<file path="src/rtl/text_ram_writer.sv">
// Write-side controller for the text-mode character RAM: byte stream in, cursor + RAM writes out.
// Optional TEXT_LINE_CLEAR_EN: every row advance blanks the new row before accepting more input.
module text_ram_writer #(
    parameter int         COLS       = 80,
    parameter int         ROWS       = 60,
    parameter int         COL_W      = 7,
    parameter int         ROW_W      = 6,
    parameter logic [7:0] CLEAR_CHAR = 8'h20
) (
    input  logic                   clk,
    input  logic                   rst_n,
    input  logic                   s_valid,
    output logic                   s_ready,
    input  logic [7:0]             s_data,
    input  logic                   clear_req,
    output logic                   busy,
    output logic [ROW_W+COL_W-1:0] ram_waddr,
    output logic [7:0]             ram_wdata,
    output logic                   ram_we,
    output logic [COL_W-1:0]       cursor_col,
    output logic [ROW_W-1:0]       cursor_row
);

    typedef enum logic [1:0] {IDLE, CLEAR, LINECLR} state_t;

    localparam logic [COL_W-1:0] LAST_COL = COL_W'(COLS - 1);
    localparam logic [ROW_W-1:0] LAST_ROW = ROW_W'(ROWS - 1);

    state_t           state;
    logic [COL_W-1:0] clr_col;
    logic [ROW_W-1:0] clr_row;
    logic [ROW_W-1:0] row_inc;
    logic             printable;
`ifdef TEXT_LINE_CLEAR_EN
    logic             clr_pend;
`endif

    assign s_ready   = (state == IDLE) && !clear_req;
    assign busy      = (state != IDLE);
    assign row_inc   = (cursor_row == LAST_ROW) ? '0 : cursor_row + 1'b1;
    assign printable = (s_data >= 8'h20) && (s_data <= 8'h7E);

    always_ff @(posedge clk or negedge rst_n) begin
        if (!rst_n) begin
            state      <= CLEAR;
            clr_col    <= '0;
            clr_row    <= '0;
            ram_we     <= 1'b0;
            ram_waddr  <= '0;
            ram_wdata  <= '0;
            cursor_col <= '0;
            cursor_row <= '0;
`ifdef TEXT_LINE_CLEAR_EN
            clr_pend   <= 1'b0;
`endif
        end else begin
            ram_we <= 1'b0;
            case (state)
                IDLE: begin
                    if (clear_req) begin
                        state   <= CLEAR;
                        clr_col <= '0;
                        clr_row <= '0;
                    end else if (s_valid) begin
                        if (printable) begin
                            ram_we    <= 1'b1;
                            ram_waddr <= {cursor_row, cursor_col};
                            ram_wdata <= s_data;
                            if (cursor_col == LAST_COL) begin
                                cursor_col <= '0;
                                cursor_row <= row_inc;
`ifdef TEXT_LINE_CLEAR_EN
                                state   <= LINECLR;
                                clr_col <= '0;
`endif
                            end else begin
                                cursor_col <= cursor_col + 1'b1;
                            end
                        end else begin
                            case (s_data)
                                8'h0D: cursor_col <= '0;
                                8'h0A: begin
                                    cursor_row <= row_inc;
`ifdef TEXT_LINE_CLEAR_EN
                                    state   <= LINECLR;
                                    clr_col <= '0;
`endif
                                end
                                8'h08: if (cursor_col != '0) cursor_col <= cursor_col - 1'b1;
                                8'h0C: begin
                                    state   <= CLEAR;
                                    clr_col <= '0;
                                    clr_row <= '0;
                                end
                                default: ;
                            endcase
                        end
                    end
                end
                CLEAR: begin
                    ram_we    <= 1'b1;
                    ram_waddr <= {clr_row, clr_col};
                    ram_wdata <= CLEAR_CHAR;
                    if (clr_col == LAST_COL) begin
                        clr_col <= '0;
                        if (clr_row == LAST_ROW) begin
                            clr_row    <= '0;
                            state      <= IDLE;
                            cursor_col <= '0;
                            cursor_row <= '0;
                        end else begin
                            clr_row <= clr_row + 1'b1;
                        end
                    end else begin
                        clr_col <= clr_col + 1'b1;
                    end
                end
`ifdef TEXT_LINE_CLEAR_EN
                LINECLR: begin
                    // cursor_row already points at the new row; no input is taken here
                    ram_we    <= 1'b1;
                    ram_waddr <= {cursor_row, clr_col};
                    ram_wdata <= CLEAR_CHAR;
                    if (clear_req) clr_pend <= 1'b1;
                    if (clr_col == LAST_COL) begin
                        clr_col  <= '0;
                        clr_row  <= '0;
                        clr_pend <= 1'b0;
                        state    <= (clr_pend || clear_req) ? CLEAR : IDLE;
                    end else begin
                        clr_col <= clr_col + 1'b1;
                    end
                end
`endif
                default: state <= IDLE;
            endcase
        end
    end

endmodule
</file>
<file path="config.mk">
export PLATFORM = sky130hd
export DESIGN_NAME = text_ram_writer
export DESIGN_NICKNAME = d
export VERILOG_FILES = /design/src/rtl/text_ram_writer.sv
export SDC_FILE = /design/constraint.sdc
export NUM_CORES = 1
export LEC_CHECK = 0
export CAP_MARGIN = 20
export CORE_MARGIN = 2
export CORE_UTILIZATION = 40
export DETAILED_ROUTE_END_ITERATION = 10
export SKIP_LAST_GASP = 1
export SYNTH_ARGS = -nofsm -noshare
export SYNTH_HDL_FRONTEND = slang
export SYNTH_SLANG_ARGS = --single-unit
export TNS_END_PERCENT = 20
</file>
<file path="constraint.sdc">
create_clock -name clk -period 7 [get_ports clk]
set_clock_uncertainty 0.15 [all_clocks]
set_input_delay 1.75 -clock clk [delete_from_list [all_inputs] [get_ports clk]]
set_output_delay 1.75 -clock clk [all_outputs]
set_load 0.01 [all_outputs]
</file>
==> Yosys cells after proc, flatten, opt, wreduce, memory -nomap -nowiden <==
Cells that the tools add are included.
{ "totals": {"output_inout_bits": 37, "ff_bits": 50} }
{ "op_classes": {"order_cmp": 2, "add_sub_neg": 5, "mux": 50, "reduce_logical": 13, "n_eq_ne": 21} }
{ "ops": {"columns": ["operator", "count"], "rows": [
  ["two-way mux 6 bit", 14],
  ["two-way mux 7 bit", 12],
  ["one-hot mux 7 bit (2 select lines)", 3],
  ["two-way mux 13 bit", 3],
  ["== test 8 x 4 -> 1 bit, second input constant", 4],
  ["one-hot mux 13 bit (2 select lines)", 1],
  ["two-way mux 8 bit", 3],
  ["one-hot mux 6 bit (2 select lines)", 2],
  ["one-hot mux 8 bit (2 select lines)", 1],
  ["adder 7 x 1 -> 7 bit, second input constant", 2],
  ["== test 7 bit, second input constant", 2],
  ["AND reduction 7 bit", 2],
  ["adder 6 x 1 -> 6 bit, second input constant", 2],
  ["== test 6 bit, second input constant", 2],
  ["two-way mux 2 bit", 6],
  ["inequality test 2 bit, second input constant", 5],
  ["AND reduction 5 bit", 2],
  ["inequality test 3 x 2 -> 1 bit, second input constant", 3],
  ["greater-or-equal comparator 8 x 6 -> 1 bit, second input constant", 1],
  ["less-or-equal comparator 8 x 7 -> 1 bit, second input constant", 1],
  ["AND reduction 4 bit", 2],
  ["nonzero test 7 bit", 1],
  ["subtractor 7 x 1 -> 7 bit, second input constant", 1],
  ["inequality test 3 bit, second input constant", 2],
  ["other kinds (10)", 14]
]} }

==> Logic depth before layout (Yosys ltp) <==
{ "logic_depth": {"ltp_word": 7, "ltp_mapped": 8, "depth_no_buf": 7} }

==> Least setup slack after synthesis <==
No wires, ideal clock.
{ "synth_timing": {"path_kind": "in2out", "from": "input port clear_req", "to": "output port s_ready", "path_stages": 2, "arrival_time_ns": 2.075, "t_required_ns": 5.100, "path_slack_ns": 3.025, "cell_sequence": "or2_4 > inv_1"} }
{ "synth_between": {"elab_chain_len": 2} }
{ "synth_rtl": {"columns": ["element", "line_no", "text"], "rows": [
  ["start: declaration", "15", "input logic clear_req,"],
  ["zero test 1 bit", "38", "assign s_ready = (state == IDLE) && !clear_req;"],
  ["logical AND 1 bit", "38", null],
  ["end: declaration", "13", "output logic s_ready,"]
]} }
No other way between the ends.

==> Final worst setup path <==
Ends and elaborated chain as after synthesis.

==> results.cfg <==
[critical_path]
r2r_setup_slack_ns = 4.00
path_buf_inv = 3
cp_cell_sequence = clkdlybuf4s50_1 > or2_4 > inv_1 > clkdlybuf4s50_1
r2r-start = state[0]$_DFFE_PN1P_
crit_family = buffers and inverters
start_kind = primary input
critPathKind = primary input to output port
cp_max_fo = 3
slowest_delay_ns = 0.53
r2r_end = cursor_col[3]$_DFFE_PN0P_
slowest_stage = clkdlybuf4s50_1
crit_top_cell = clkdlybuf4s50_1
worstSetupEndpointType = output port
reg2reg_depth = 6
cp.required_ns = 5.10
cp.arrival_ns = 3.00

[logic_synthesis]
synth_top_area_cell = dfrtp_1
synthArstFlopShare_pct = 100
synth_nets = 304
avgSynthCellArea_sq_um = 9.82
synth_ff_type = dfrtp_1
ys_ff_latch = 49
synth_cells = 287
synth.yosys.seq_area_share_pct = 43.5
synth_edf_count = 0
synth_top_area_share_pct = 42.6
syn-cell-area_sq_mm = 0.00282
yosysUniqueCellTypes = 67
yosys-top-cells-area = dfrtp_1 (43%), mux2i_1 (6.4%), o21ai_0 (6.2%)
yosys_warnings = 0

[floorplan]
die_area_sq_mm = 0.00774
core_sq_mm = 0.00679
io_pins = 49
die_h_microns = 88.0
initial_core_util_pct = 41.5
fp-row-count = 30
die-width_microns = 88.0

[drt]
wirelength_microns = 6540
drc_errors = 0
first_iter_violations = 205
vias = 2329
wl_per_cell_microns = 15.3
viasPerCell = 5.45
first_pass_iters = 4
antenna_left = 0

[clocking]
cts-root-buf = clkbuf_8
clkTransAtPathRegs_ns = 0.09
cts_buffers = 5
clock_latency_ns = 0.31
cts.sink_count = 49
clockBufferDepth = 2
holdBufCountCts = 0
ctsResizeCount = 0
cts_tree = yes
cts_setup_buffers = 0
h-tree-depth = 2

[finish]
finalInstanceArea_sq_mm = 0.00344
area_growth_pct = 22.1
final_core_util_pct = 50.7
drive_gt1_share_pct = 11.2
nets = 347
layout.cells.non_filler = 427
n_antenna_cell = 0
fillers = 652

[placement]
placed_cell_area_sq_mm = 0.00335
dpl.hpwl_microns = 4530
gp_congestion = 0.779
io_buffers = 48
pre_cts_ws_ns = 2.10
placed_cells = 419

[grt]
grt_max_degree = 51
grt_pass1_wl_microns = 11400
use_met1_pct = 28.0
grt_usage_pct = 18.7
grt-busiest-layer = met1
grt_pass1_vias = 2228
grt_overflow_total = 0
use_met3_pct = 3.96
antenna_found_initial = 0
grtUsageMet2_pct = 27.5

[pwr]
power.leakage_nw = 1.51
power_density_mw_per_mm2 = 240
p_sw_mw = 0.273
pwr-share-seq_pct = 48.1
cellInternalPower_mw = 0.554
power_mw = 0.827
vdd_drop_max_mv = 0.170
pwr-share-clk_pct = 21.6
switching_share_pct = 33.0
pwr-share-comb_pct = 30.3

[timing]
hold_slack_ns = 0.352
fmax_ghz = 0.204
min_period_ns = 4.90
finalCritPeriodShare_pct = 70.0
setup_violations = 0
rsz0062_at_grt = false
drv_slew = 0
slew_headroom_pct = 32.9
worst_pin_slew_ns = 0.993
hold_viol = 0
tns_ns = 0
setup_slack_ns = 2.10

[hold_path]
min_path_cells = 1
hp-class = flip-flop to flip-flop
min_from = ram_wdata[5]$_DFFE_PN0P_
worstHoldEndpoint = ram_wdata[5]$_DFFE_PN0P_

[run_status]
status = complete, no violations

[job]
maxCapViolations = 0
[Yosys cell counts, drive strengths merged, types with 2 or more instances]
cell    count
dfrtp      48
o21ai      37
nand2      33
mux2i      18
nor2       14
o31ai      12
inv        11
nand3      10
clkbuf      9
nor3        7
and3        6
buf         6
a21oi       5
ha          5
nand2b      5
nor2b       4
or2b        4
or3         4
a22o        3
o32a        3
xor2        3
a211o       2
a211oi      2
a22oi       2
and2        2
mux2        2
nand3b      2
nand4       2
nor4        2
nor4b       2
o21bai      2
or2         2
[area by class of cell]
cell class | count | area [sq um] | share of cell area, %
Timing Repair Buffer | 51 | 498 | 14.5
Clock inverter | 1 | 7.51 | 0.218
Sequential cell | 49 | 1230 | 35.6
Multi-Input combinational cell | 212 | 1460 | 42.5
Clock buffer | 7 | 86.3 | 2.51
Inverter | 11 | 41.3 | 1.20
Tap cell | 96 | 120 | 3.49
[cells by family (layout without fill, tap and decap cells)]
family | Yosys count | in the layout | share of synthesized area, %
and+or+nand+nor | 102 | 102 | 20.5
DFF | 49 | 49 | 43.5
adders and majority gates | 5 | 5 | 2.22
muxes | 20 | 20 | 7.19
AOI/OAI and AO/OA | 82 | 82 | 21.0
buffers and inverters | 26 | 70 | 4.57
xor gates and xnor gates | 3 | 3 | 0.932
[cell usage in the layout (no fill, tap or decap), types with 2 or more instances in the layout]
cell type,count
a211o_1,2
a211oi_1,2
a21oi_1,5
a22o_1,2
a22oi_1,2
and2_1,2
and3_1,4
and3_2,2
buf_4,3
clkbuf_8,6
clkdlybuf4s50_1,47
dfrtp_1,48
ha_1,5
inv_1,11
mux2_2,2
mux2i_1,18
nand2_1,32
nand2b_1,5
nand3_1,8
nand3b_1,2
nand4_1,2
nor2_1,14
nor2b_1,4
nor3_1,7
nor4b_2,2
o21ai_0,35
o21bai_1,2
o31ai_1,11
o32a_1,3
or2b_1,2
or3_1,2
xor2_1,3
[flip-flops by register name, indices dropped and copies added (netlist names)]
signal / count
ram_waddr: 13
ram_wdata: 8
clr_col: 7
cursor_col: 7
clr_row: 6
cursor_row: 6
ram_we: 1
state: 1
[power by group through the flow]
stage,Combinational (mW),Clock [mW],Sequential [mW]
floorplan,0.141,0,0.405
global placement,0.248,0,0.402
detailed placement,0.253,0,0.403
CTS,0.254,0.185,0.398
global route,0.284,0.195,0.410
finish,0.251,0.179,0.397
[routing by layer]
metal | share of wire [%] | wire length, microns
met5 | 0 | 0
met4 | 1.4 | 91
met3 | 4.4 | 285
met2 | 44 | 2880
met1 | 50 | 3290
[how the worst max path moves through the flow]
stage                    from       to  slack [ns]  cells after the start
finish              clear_req  s_ready        2.10                      4
global route        clear_req  s_ready        2.07                      4
CTS                 clear_req  s_ready        2.10                      4
detailed placement  clear_req  s_ready        2.10                      4
global placement    clear_req  s_ready        2.11                      4
floorplan           clear_req  s_ready        3.02                      2
No activity file was read; power rests on OpenSTA's default activity.
==> RTL edit 1 (same flow settings) <==
Set the parameter `ROW_W` to 12 (it was 6).
--- a/src/rtl/text_ram_writer.sv
+++ b/src/rtl/text_ram_writer.sv
@@ -4,7 +4,7 @@
     parameter int         COLS       = 80,
     parameter int         ROWS       = 60,
     parameter int         COL_W      = 7,
-    parameter int         ROW_W      = 6,
+    parameter int         ROW_W      = 12,
     parameter logic [7:0] CLEAR_CHAR = 8'h20
 ) (
     input  logic                   clk,
Ports: changed (resized cursor_row and ram_waddr); port bits go from 49 to 61. The function was not compared with the original's and may differ.
==> RTL edit 1 against the original RTL <==
- wire length is 53% higher
- sequential cell count is 18 higher
- cell area grew 36%
- synthesized cell count grew 45%
- area after synthesis grew 35%
- power rose by 38%
- worst setup slack better by 0.11 ns
==> RTL edit 1: results (changes against the original RTL) <==
Parameter                              Value

Placement
  Pre-CTS setup slack ... 2.21 ns (was 2.10 ns)
  HPWL after detailed placement ... 6.90 mm (was 4.53 mm)
  IO buf count ... 60 (was 48)
  DP Area ... 4490 µm² (was 3350 µm²)
  Gp weighted congestion ... 0.839 (was 0.779)

Worst setup path
  Worst R2R Setup Slack ... 3.89 ns (was 4.00 ns)
  Data arrival time at the worst-slack endpoint ... 2.89 ns (was 3.00 ns)
  Worst reg2reg path endpoint ... cursor_row[2]$_DFFE_PN0P_ (was cursor_col[3]$_DFFE_PN0P_)
  Depth of the most critical reg-to-reg path ... 6 (unchanged)

Synthesis
  Number of distinct library cells after synthesis ... 59 (was 67)
  Sequential area share after synthesis ... 44.0% (was 43.5%)
  Net Count, Synth ... 434 (was 304)
  Cells taking the most area after synthesis ... dfrtp_1 (43%), mux2i_1 (8.1%), nand2_1 (5.0%) (was dfrtp_1 (43%), mux2i_1 (6.4%), o21ai_0 (6.2%))
  Ranking of synthesized cells by instance count ... dfrtp_1 (66), nand2_1 (51), mux2i_1 (31), o21ai_0 (30), nor2_1 (27) (was dfrtp_1 (48), o21ai_0 (35), nand2_1 (32), mux2i_1 (18), nor2_1 (14))

GRT
  Maximum number of pins on one net before global-route repair ... 68 (was 51)
  Number of global-route vias before repair ... 3145 (was 2228)
  Wire length of the first global-routing pass ... 16.3 mm (was 11.4 mm)
  Routing usage on met1 ... 29.9% (was 28.0%)
  All-Layer GR Usage ... 20.1% (was 18.7%)
  Global-route track usage on met3 ... 2.90% (was 3.96%)
  Met2 GRT Util ... 30.5% (was 27.5%)

Worst hold path
  Worst-case hold path end point ... ram_wdata[7]$_DFFE_PN0P_ (was ram_wdata[5]$_DFFE_PN0P_)
  Hold Crit Start ... ram_wdata[7]$_DFFE_PN0P_ (was ram_wdata[5]$_DFFE_PN0P_)

Detailed routing
  TritonRoute pass-1 iters ... 5 (was 4)
  Overall routed net length ... 10.0 mm (was 6.54 mm)
  Drt first-iter violations ... 187 (was 205)
  Vias per Instance ... 5.52 (was 5.45)

Clock tree
  Maximum clock insertion buffer count ... 2 (unchanged)
  Buffer count from post-CTS setup fixing ... 0 (unchanged)
  Number of buffers created by CTS ... 9 (was 5)
  Clock H-tree levels ... 3 (was 2)
  Clock Pin Slew Worst Setup and Hold Paths ... 0.07 ns (was 0.09 ns)
  Clk_lat worst skew ... 0.34 ns (was 0.31 ns)

Run status
  Outcome ... finished clean (unchanged)

Finish
  Layout cell share with drive strength beyond 1 ... 6.57% (was 11.2%)
  Biggest regs ... ram_waddr (19), clr_row (12), cursor_row (12) (was ram_waddr (13), ram_wdata (8))
  Number of inserted filler cells in the final layout ... 858 (was 652)
  Nets@finish ... 485 (was 347)

STA
  Fmax achieved ... 209 MHz (was 204 MHz)
  Worst-Margin Slew ... 1.20 ns (was 0.993 ns)

Power
  Highest ir drop seen on vdd ... 0.161 mV (was 0.170 mV)
  Leakage ... 2.12 nW (was 1.51 nW)
-- RTL edit 1: changes by cell type after synthesis, sizes merged, moves of 9 or more --
cell | before | now
dfrtp | 48 | 66
nand2 | 33 | 51
mux2i | 18 | 31
nor2 | 14 | 27
nor3 | 7 | 18
o31ai | 12 | 2
a211oi | 2 | 11
a21oi | 5 | 14
o22ai | 1 | 10
-- RTL edit 1: layout make-up --
cell class	count	area, µm²	share of cell area [%]
Multi-Input combinational cell	308	1960	41.8
Clock inverter	2	35.0	0.748
Timing Repair Buffer	64	626	13.4
Tap cell	129	161	3.44
Clock buffer	13	159	3.39
Inverter	18	67.6	1.44
Sequential cell	67	1680	35.8
-- RTL edit 1: per-layer routing --
layer	share of wire [%]	routed length, µm
met2	45	4490
met3	3.8	382
met1	50	5010
met5	0	0
met4	1.2	116
-- RTL edit 1: logic make-up after synthesis --
| group | share of synthesized area [%] |
|---|---|
| buf+inv | 4.59 |
| mux | 9.22 |
| xor+xnor | 0.689 |
| fa+ha+maj | 1.64 |
| simple gates | 20.8 |
| flops | 44.0 |
| compound gates | 19.1 |
-- RTL edit 1: critical path, stage by stage --
cell and delay [ns]:
clkdlybuf4s50_1 0.42, nor2_1 0.16, clkdlybuf4s50_1 0.57
-- RTL edit 1: through the flow --
stage          hold slack (ns)  cells  total power [mW]
2_1_floorplan            0.330    417             0.684
3_3_place_gp             0.352    586             0.813
3_5_place_dp             0.365    586             0.820
4_1_cts                  0.380    601              1.15
5_1_grt                  0.398    601              1.21
6_report                 0.382    601              1.14
-- RTL edit 1: where the power goes --
part / total, mW / leakage, nW / switching (mW) / internal, mW
combinational: 0.295 / 1.31 / 0.141 / 0.154
sequential: 0.517 / 0.715 / 0.0688 / 0.448
clock: 0.332 / 0.0995 / 0.150 / 0.182
total: 1.14 / 2.12 / 0.360 / 0.784
==> RTL edit 2 (same settings) <==
Made on the original files. Re-encode `state_t` (3 states) as one-hot, 3 bits wide.
--- a/src/rtl/text_ram_writer.sv
+++ b/src/rtl/text_ram_writer.sv
@@ -21,7 +21,7 @@
     output logic [ROW_W-1:0]       cursor_row
 );
 
-    typedef enum logic [1:0] {IDLE, CLEAR, LINECLR} state_t;
+    typedef enum logic [2:0] {IDLE = 3'b001, CLEAR = 3'b010, LINECLR = 3'b100} state_t;
 
     localparam logic [COL_W-1:0] LAST_COL = COL_W'(COLS - 1);
     localparam logic [ROW_W-1:0] LAST_ROW = ROW_W'(ROWS - 1);
Function: no difference found for any inputs over 10 cycles, from zero or initial values and one cycle with rst_n low; not proved beyond that.
==> RTL edit 2 against the original RTL <==
- largest cell class unchanged
- sequential cell count increased by 1
- first-iteration DRC count increased by 11%
- cell area increased by 3.3%
- count of clock-buffer cells in the layout fell by 1
- area after synthesis up 3.4%
- wire length is 12% higher
- worst setup slack got worse by 0.031 ns
Power is not compared: it rests on default switching activity, and its combinational part moved more than twofold at a synthesized area within 25%.
==> RTL edit 2: results (changes against the original RTL) <==
Parameter                              Value

GRT
  Wire length of the first global-routing pass ... 11.5 mm (was 11.4 mm)
  Met2 GRT Util ... 26.7% (was 27.5%)
  All-Layer GR Usage ... 18.8% (was 18.7%)
  Routing usage on met1 ... 29.3% (was 28.0%)
  Number of global-route vias before repair ... 2204 (was 2228)

Detailed routing
  Drt first-iter violations ... 227 (was 205)
  Total met2 wirelength after detailed routing ... 3.33 mm (was 2.88 mm)
  Overall routed net length ... 7.30 mm (was 6.54 mm)
  DR vias ... 2492 (was 2329)
  Wire length on met3 ... 242 µm (was 285 µm)

Worst setup path
  Worst R2R Setup Slack ... 3.84 ns (was 4.00 ns)
  Critical-path maximum fanout ... 4 (was 3)
  Critical register-to-register path startpoint ... clr_col[1]$_DFFE_PN0P_ (was state[0]$_DFFE_PN1P_)
  Worst reg2reg path endpoint ... cursor_col[5]$_DFFE_PN0P_ (was cursor_col[3]$_DFFE_PN0P_)
  Slowest cell delay on critical path ... 0.60 ns (was 0.53 ns)
  Data arrival time at the worst-slack endpoint ... 3.03 ns (was 3.00 ns)

Placement
  Instance count after placement with tap cells included ... 453 (was 419)
  Pre-CTS setup slack ... 2.09 ns (was 2.10 ns)
  Gp weighted congestion ... 0.803 (was 0.779)

Run status
  Outcome ... finished clean (unchanged)

Finish
  N_diodes ... 0 (unchanged)
  Nets@finish ... 381 (was 347)
  Number of standard cells in the final layout excluding fillers ... 461 (was 427)
  Number of inserted filler cells in the final layout ... 701 (was 652)
  Layout cell share with drive strength beyond 1 ... 7.18% (was 11.2%)

Synthesis
  Sequential area share after synthesis ... 43.0% (was 43.5%)
  Net Count, Synth ... 340 (was 304)
  Ranking of synthesized cells by instance count ... dfrtp_1 (49), o21ai_0 (27), nor2_1 (26), a21oi_1 (22), inv_1 (21) (was dfrtp_1 (48), o21ai_0 (35), nand2_1 (32), mux2i_1 (18), nor2_1 (14))
  Post-Synthesis Cells ... 320 (was 287)

STA
  Final worst slack ... 2.07 ns (was 2.10 ns)

Power
  Highest ir drop seen on vdd ... 0.136 mV
-- RTL edit 2: cell types whose count changed in the layout (fill, tap and decap cells not counted), sizes merged, moves of 7 or more --
cell,unedited run,this run
nand3,10,17
nand2,33,15
nor2,14,26
o21ai,37,28
inv,11,21
a21oi,5,23
-- RTL edit 2: cell type report --
class                   count  area, µm²  area share [%]
inverters                  21       78.8            2.22
multi-input cells         231       1510            42.5
clock buffers               6       72.6            2.04
clock inverters             2       10.0           0.281
repair buffers             52        505            14.2
well taps                  99        124            3.48
flip-flops and latches     50       1250            35.2
-- RTL edit 2: how the worst min path moves through the flow --
stage,from,cells after the start,to,slack [ns]
5_1_grt,state[1]$_DFFE_PN1P_,2,state[1]$_DFFE_PN1P_,0.39
6_report,state[1]$_DFFE_PN1P_,2,state[1]$_DFFE_PN1P_,0.35
3_5_place_dp,ram_wdata[7]$_DFFE_PN0P_,2,ram_wdata[7]$_DFFE_PN0P_,0.34
3_3_place_gp,ram_wdata[7]$_DFFE_PN0P_,2,ram_wdata[7]$_DFFE_PN0P_,0.33
4_1_cts,state[1]$_DFFE_PN1P_,2,state[1]$_DFFE_PN1P_,0.36
2_1_floorplan,clr_row[5]$_DFFE_PN0P_,1,clr_row[5]$_DFFE_PN0P_,0.32
-- RTL edit 2: kinds of logic (layout without fill, tap and decap cells) --
kind of cell / count (synthesis) / after routing / synth area share [%]
buffers and inverters: 39 / 81 / 5.11
flip-flops: 50 / 50 / 43.0
XOR/XNOR: 3 / 3 / 0.902
adder cells (fa/ha/maj): 8 / 8 / 3.44
AO/OA/AOI/OAI: 93 / 93 / 21.3
AND/OR/NAND/NOR: 111 / 111 / 20.6
multiplexers: 16 / 16 / 5.75
